===== src/rtl/alu_sequencer.sv =====
// alu_sequencer: issues requests to the datapath ALU and gathers the
// result and flags into a 2-entry response buffer.
module alu_sequencer #(
  parameter int unsigned WIDTH       = 32,
  parameter int unsigned OP_WIDTH    = 3,
  parameter int unsigned TAG_WIDTH   = 4,
  parameter int unsigned ALU_LATENCY = 1
) (
  input  logic                 clk,
  input  logic                 rst_n,
  input  logic                 req_valid,
  output logic                 req_ready,
  input  logic [OP_WIDTH-1:0]  req_op,
  input  logic [WIDTH-1:0]     req_a,
  input  logic [WIDTH-1:0]     req_b,
  input  logic [TAG_WIDTH-1:0] req_tag,
  output logic [OP_WIDTH-1:0]  alu_op,
  output logic [WIDTH-1:0]     alu_a,
  output logic [WIDTH-1:0]     alu_b,
  input  logic [WIDTH-1:0]     alu_result,
  input  logic                 alu_overflow,
  input  logic                 alu_zero,
  output logic                 rsp_valid,
  input  logic                 rsp_ready,
  output logic [WIDTH-1:0]     rsp_result,
  output logic                 rsp_zero,
  output logic                 rsp_trap,
  output logic                 rsp_illegal,
  output logic [TAG_WIDTH-1:0] rsp_tag,
  output logic                 busy
);

  localparam int unsigned CNT_W = (ALU_LATENCY > 1) ? $clog2(ALU_LATENCY + 1) : 1;

  localparam logic [OP_WIDTH-1:0] OP_AND = OP_WIDTH'(3'b000);
  localparam logic [OP_WIDTH-1:0] OP_OR  = OP_WIDTH'(3'b001);
  localparam logic [OP_WIDTH-1:0] OP_ADD = OP_WIDTH'(3'b010);
  localparam logic [OP_WIDTH-1:0] OP_SUB = OP_WIDTH'(3'b110);
  localparam logic [OP_WIDTH-1:0] OP_SLT = OP_WIDTH'(3'b111);

  typedef enum logic {
    S_IDLE,
    S_WAIT
  } state_t;

  typedef struct packed {
    logic [WIDTH-1:0]     result;
    logic                 zero;
    logic                 trap;
    logic                 illegal;
    logic [TAG_WIDTH-1:0] tag;
  } rsp_t;

  state_t               state, state_nxt;
  logic [CNT_W-1:0]     cnt;
  logic [TAG_WIDTH-1:0] tag_q;
  logic                 ready_en;
  logic [1:0]           count;
  rsp_t                 head_q, tail_q, push_data;
  logic                 op_legal, accept, push, pop, load_alu, cnt_last;

  // Handshake decode; ready_en keeps req_ready low until the first clock after reset.
  always_comb begin
    op_legal  = req_op inside {OP_AND, OP_OR, OP_ADD, OP_SUB, OP_SLT};
    req_ready = ready_en && (state == S_IDLE) && (count < 2'd2);
    accept    = req_valid && req_ready;
    rsp_valid = (count != 2'd0);
    pop       = rsp_valid && rsp_ready;
    cnt_last  = (cnt == CNT_W'(1));
    busy      = (state == S_WAIT);
  end

  // Next-state logic plus the response push for illegal accepts and ALU completion.
  always_comb begin
    state_nxt = state;
    push      = 1'b0;
    load_alu  = 1'b0;
    push_data = '0;
    case (state)
      S_IDLE: begin
        if (accept) begin
          if (op_legal) begin
            load_alu  = 1'b1;
            state_nxt = S_WAIT;
          end else begin
            push              = 1'b1;
            push_data.zero    = 1'b1;
            push_data.illegal = 1'b1;
            push_data.tag     = req_tag;
          end
        end
      end
      S_WAIT: begin
        if (cnt_last) begin
          push             = 1'b1;
          push_data.result = alu_result;
          push_data.zero   = alu_zero;
          push_data.trap   = alu_overflow && ((alu_op == OP_ADD) || (alu_op == OP_SUB));
          push_data.tag    = tag_q;
          state_nxt        = S_IDLE;
        end
      end
      default: state_nxt = S_IDLE;
    endcase
  end

  // FSM state register.
  always_ff @(posedge clk or negedge rst_n) begin
    if (!rst_n) state <= S_IDLE;
    else        state <= state_nxt;
  end

  // Request gating becomes active on the first clock after reset release.
  always_ff @(posedge clk or negedge rst_n) begin
    if (!rst_n) ready_en <= 1'b0;
    else        ready_en <= 1'b1;
  end

  // ALU operand registers, held tag and latency counter.
  always_ff @(posedge clk or negedge rst_n) begin
    if (!rst_n) begin
      alu_op <= '0;
      alu_a  <= '0;
      alu_b  <= '0;
      tag_q  <= '0;
      cnt    <= '0;
    end else if (load_alu) begin
      alu_op <= req_op;
      alu_a  <= req_a;
      alu_b  <= req_b;
      tag_q  <= req_tag;
      cnt    <= CNT_W'(ALU_LATENCY);
    end else if (state == S_WAIT) begin
      cnt <= cnt - CNT_W'(1);
    end
  end

  // Two-entry shift FIFO: head_q drives rsp_* directly, so it simply keeps
  // its contents when the buffer drains to empty.
  always_ff @(posedge clk or negedge rst_n) begin
    if (!rst_n) begin
      head_q <= '0;
      tail_q <= '0;
      count  <= 2'd0;
    end else begin
      case ({push, pop})
        2'b10: begin
          if (count == 2'd0) head_q <= push_data;
          else               tail_q <= push_data;
          count <= count + 2'd1;
        end
        2'b01: begin
          if (count == 2'd2) head_q <= tail_q;
          count <= count - 2'd1;
        end
        2'b11: begin
          if (count == 2'd2) begin
            head_q <= tail_q;
            tail_q <= push_data;
          end else begin
            head_q <= push_data;
          end
        end
        default: ;
      endcase
    end
  end

  assign rsp_result  = head_q.result;
  assign rsp_zero    = head_q.zero;
  assign rsp_trap    = head_q.trap;
  assign rsp_illegal = head_q.illegal;
  assign rsp_tag     = head_q.tag;

endmodule


===== config.mk =====
export PLATFORM = sky130hd
export DESIGN_NAME = alu_sequencer
export DESIGN_NICKNAME = d
export VERILOG_FILES = /design/src/rtl/alu_sequencer.sv
export SDC_FILE = /design/constraint.sdc
export NUM_CORES = 1
export LEC_CHECK = 0
export CORE_MARGIN = 2
export CORE_UTILIZATION = 40
export DETAILED_ROUTE_END_ITERATION = 10
export GPL_ROUTABILITY_DRIVEN = 1
export PLACE_DENSITY = 0.74
export SETUP_SLACK_MARGIN = 0.1
export SLEW_MARGIN = 20
export SYNTH_ARGS = -nofsm -noshare
export SYNTH_HDL_FRONTEND = slang
export SYNTH_SLANG_ARGS = --single-unit

===== constraint.sdc =====
create_clock -name clk -period 3.8 [get_ports clk]
set_input_delay 0.38 -clock clk [delete_from_list [all_inputs] [get_ports clk]]
set_output_delay 0.38 -clock clk [all_outputs]
set_load 0.02 [all_outputs]

# Word level (Yosys, flattened, before mapping)
# Cells that the tools add are included.
totals:
  ff_bits: 154
  out_inout_bits: 109
op_classes:
  add_sub_neg: 3
  magnitude_cmp: 1
  eq_ne: 14
  muxes: 28
  bitwise_logic: 1
  reduce_logical: 16
op_table:
  columns: ["op", "count"]
  rows:
  - ["39-bit 2-to-1 mux", 5]
  - ["39-bit one-hot mux with 3 select lines", 1]
  - ["39-bit one-hot mux with 2 select lines", 1]
  - ["34-bit 2-to-1 mux", 1]
  - ["32-bit 2-to-1 mux", 1]
  - ["1-bit 2-to-1 mux", 11]
  - ["5-bit 2-to-1 mux", 2]
  - ["3-bit equality test, second input constant", 3]
  - ["2-bit inequality test, second input constant", 4]
  - ["4-bit one-hot mux with 2 select lines", 1]
  - ["2-bit nonzero test", 4]
  - ["2-bit equality test, second input constant", 3]
  - ["3-bit by 2-bit equality test with 1-bit output, second input constant", 2]
  - ["1-bit one-hot mux with 2 select lines", 3]
  - ["3-bit AND reduction", 2]
  - ["1-bit logical AND", 5]
  - ["5-bit nonzero test", 1]
  - ["4-bit 2-to-1 mux", 1]
  - ["2-bit one-hot mux with 2 select lines", 1]
  - ["3-bit by 1-bit equality test with 1-bit output, second input constant", 1]
  - ["3-bit logical NOT", 1]
  - ["3-bit nonzero test", 1]
  - ["2-bit by 1-bit adder with 2-bit output, second input constant", 1]
  - ["2-bit by 1-bit equality test with 1-bit output, second input constant", 1]
  - ["other kinds (6)", 6]

# Logic depth before layout (Yosys ltp)
depth:
  ltp_word: 9
  ltp_mapped: 11
  mapped_depth_nobuf: 9

# Worst setup path after synthesis
# Ideal clock, no wire load.
synth_timing:
  kind: "register to register"
  startpoint: "register state (netlist: busy)"
  endpoint: "register head_q (netlist bit rsp_tag[1])"
  arrival_time_ns: 2.444
  setup_slack_ns: 1.230
  path_stages_with_launch: 10
  path_buffers: 1
  synth_period_minus_slack_ns: 2.570
  path_cell_list: "dfrtp_1 and4bb_4 a21boi_4 nand2b_1 inv_1 ha_1 nor4b_4 a21oi_2 buf_2 a221o_1"
synth_via:
  elab_chain_cells: 9
synth_lines:
  columns: ["item", "line", "text"]
  rows:
  - ["start: declaration", "54", "state_t state, state_nxt;"]
  - ["start signal: assignment", "110", "else state <= state_nxt;"]
  - ["1-bit inverter", "65, 79", null]
  - ["1-bit logical AND (2 in series)", "65", "req_ready = ready_en && (state == S_IDLE) && (count < 2'd2);"]
  - ["1-bit logical AND", "66", "accept = req_valid && req_ready;"]
  - ["1-bit 2-to-1 mux", "81", "if (accept) begin"]
  - ["1-bit one-hot mux with 2 select lines", "79", "case (state)"]
  - ["2-bit by 1-bit equality test with 1-bit output / 2-bit equality test (equally long branches)", "146", "case ({push, pop})"]
  - ["2-bit inequality test (no source line) / 3-bit nonzero test (equally long branches)", null, null]
  - ["3-bit AND reduction (no source line)", null, null]
  - ["end signal: assignment", "148", "if (count == 2'd0) head_q <= push_data;"]
  - ["end signal: assignment", "153", "if (count == 2'd2) head_q <= tail_q;"]
  - ["end signal: assignment", "158", "head_q <= tail_q;"]
  - ["end: declaration", "59", "rsp_t head_q, tail_q, push_data;"]
# Several ways; a longest one is shown, not always the timed one. The select of a mux whose other input is x is not followed.
# A chain may end at the register's enable or synchronous reset.

# Worst setup path in the final report
layout_timing:
  startpoint: "register state (netlist: busy)"
  endpoint: "register head_q (netlist bit rsp_result[26])"
# Same word-level chain as after synthesis.

==> impl_results.md <==
* Status: completed
* # hold bufs at CTS at 0
* CTS buffer count at 17
* Post-Syn Area per Cell at 12.0 µm²
* Cell Area, Synth at roughly 0.0064 mm²
* CP Launch Type: register
* Antenna diode count at 0
* #FFs+latches synth at 154
* Maximum clock path buffer count at 2
* Initial DRC Count at 223
* Fill cells at between 1000 and 1500
* Yosys top cell area share at 0.602
* Nets at 849
* Row count at 46
* Seq/Total Area, Yosys at 0.602
* Post-route ant nets at 0
* Static leakage at 3.88 nW
* Drt wl/cell at 17.0 µm
* Post-synth cell types at 35
* Synthesized net count at about 650
* Top cells by area, synth: dfrtp_1 (60%), mux2_2 (13%), nand2_1 (6.3%)
* FF+latch area at 0.00385 mm²
* Pwr Density at 805 mW/mm²
* Primary FF master, synth: dfrtp_1
* Die Area at 0.0170 mm²
* Commonest cells in the netlist: dfrtp_1 (154), nand2_1 (107), mux2_2 (74)
* Clk pin slew, worst setup/hold paths at around 60 ps
* Post-synth EDFFs at 0
* Cell area after placement at 0.00874 mm²
* Multi-input logic area at around 0.0024 mm²
* Pre-antenna DRT Iters at 5
* Worst slack at placement at 528 ps
* Via count at 4876
* Wire length on met3 at 1620 µm
* Req. time, crit path at 4090 ps
* Vias in the first global route at ~5100
* Routability Congestion at 0.766
* Count of clock tree sinks at 154
* Worst path arrival time at 3240 ps
* Final setup vio count at 0
* Max Used Layer: met4
* IO Count at roughly 220
* Die X at approximately 130 µm
* TNS Setup at 0 ps
* Fin. max-slew vios at 0
* Crit-path max FO at 58
* Adder-cell share of the synthesized area at 0.00782
* Simple-gate share of the synthesized area at 0.0893
* Crit share post-route at 0.775
* DRC at 0
* Area growth, synth to finish at 46.0%
* Total Routing Usage GR at 0.198
* PortBufs at 217
* Fmax at 339 MHz
* Critical path type: register to register
* Ys Warns at 0
* Met2 Routed Length at 7900 µm
* Mapped Cells at 533
* Min Tclk post-route at 2950 ps
* Hold crit path type: input port to asynchronous set/reset pin
* Asr flop ratio synth at 1.00
* Worst Tran Pin Value at 957 ps
* Synth Area in XOR/XNOR at 0.00410
* RSZ-0062 raised after global routing: no
* CTS tree: built
* Largest family of logic cells by synthesized area: compound AO/OA/AOI/OAI gates
* Clock Skew at 10.4 ps
* WL met1 at 6680 µm
* Most frequent cell after synthesis: dfrtp_1
* Cell taking the most area after synthesis: dfrtp_1
* First-pass GRT wire length at around 26000 µm
* DP HPWL at 11400 µm
* DIE HEIGHT at roughly 130 µm
* Initial antenna violation count at 0
* Synth Area in Compound Gates at 0.132
* GRT overflow at 0
* Starting Density at 0.406
* Cts repair resizes at 0
* Post-route cell area at 0.00935 mm²
* Maxcap violations at 0
* PnR worst setup slack at between 800 and 900 ps
* Root Buffer: clkbuf_16
* Vias per std cell at 5.05
* CTS H-tree lvls at 4
* Worst Hold Margin at 85.7 ps
* Largest net degree at the start of global routing at 131
* Worst-Skew Late Latency at 420 ps
* Setup crit end kind: register
* Final hold violations at 0
* Wirelength, routed at 16400 µm
* Multiplexer area fraction after synthesis at 0.130
* Slew HR at 0.362
* Post-CTS Setup Repair Bufs at 0
* Share of layout cells above drive strength 1 at 0.160
* Peak supply drop at ~0.50 mV
* Core Box Area at 0.0158 mm²
[critical path, cell delays in order, from the launching register on]
cell and delay [ps]:
dfrtp_1 460, and4bb_4 430, a21boi_4 320, nand2b_1 200
ha_1 290, o21ai_0 230, a21oi_4 440, buf_12 290
o21ai_0 140
[registers in the layout, summed over array words and instances (netlist names)]
signal and count:
alu_a 32, alu_b 32, alu_op 3, busy 1
cnt 1, count 2, ready_en 1, rsp_illegal 1
rsp_result 32, rsp_tag 4, rsp_trap 1, rsp_zero 1
tag_q 4, tail_q 39
[routing by layer]
metal,up-vias,track usage
li1,2293,-
met1,2387,0.234
met2,181,0.325
met3,15,0.0896
met4,0,0.0613
met5,-,0
[area by class of cell]
| type | instances | area share |
|---|---|---|
| sequential | 154 | 0.412 |
| timing repair buffer | 222 | 0.240 |
| inverter | 6 | 0.00241 |
| multi-input combinational | 335 | 0.252 |
| clock inverter | 9 | 0.0119 |
| clock buffer | 23 | 0.0533 |
| tap | 216 | 0.0289 |
[layout by cell type (no fill, tap or decap), drive strengths merged, types with 2 or more instances in the layout]
master and count:
mux2 74, nor2 3, ha 4, clkbuf 23, clkdlybuf4s50 216, and2 2
a21oi 5, a21o 2, o21ai 71, dfrtp 154, buf 6, nand2b 3
and3 5, bufinv 2, clkinvlp 5, inv 7, a32oi 33, nand3 2
xor2 2, nand2 107, a22o 4, a221o 5
[through the flow]
step,total power [mW],utilization,std cells
after global routing,7.96,0.593,965
after floorplan,4.36,-,533
after global placement,5.73,0.554,933
after detailed placement,5.85,0.554,933
final,7.52,0.593,965
after CTS,7.60,0.593,965
[power breakdown]
part,switching (mW),internal [mW],leakage (nW)
registers,0.411,2.32,1.98
logic,1.59,1.48,1.61
clock network,0.664,1.06,0.284
[kinds of logic (layout without fill, tap and decap cells)]
group	Yosys count	in the layout
and+or+nand+nor	127	127
other	1	1
buffers and inverters	44	260
adders and majority gates	4	4
DFF	154	154
xor gates and xnor gates	3	3
muxes	74	74
AOI/OAI and AO/OA	126	126
[final timing paths]
kind / startpoint / end / slack (ps) / cells past startpoint
min in group clk: tail_q[5]$_DFFE_PN0P_ / tail_q[5]$_DFFE_PN0P_ / 480 / 2
max in group asynchronous: rst_n / alu_op[1]$_DFFE_PN0P_ / 2790 / 2
worst max register to register: busy$_DFF_PN0_ / rsp_result[26]$_DFFE_PN0P_ / 850 / 8
worst max-delay path: busy$_DFF_PN0_ / rsp_result[26]$_DFFE_PN0P_ / 850 / 8
worst min register to register: tail_q[5]$_DFFE_PN0P_ / tail_q[5]$_DFFE_PN0P_ / 480 / 2
worst min-delay path: rst_n / rsp_result[11]$_DFFE_PN0P_ / 90 / 1
(Power assumes the default switching activity.)
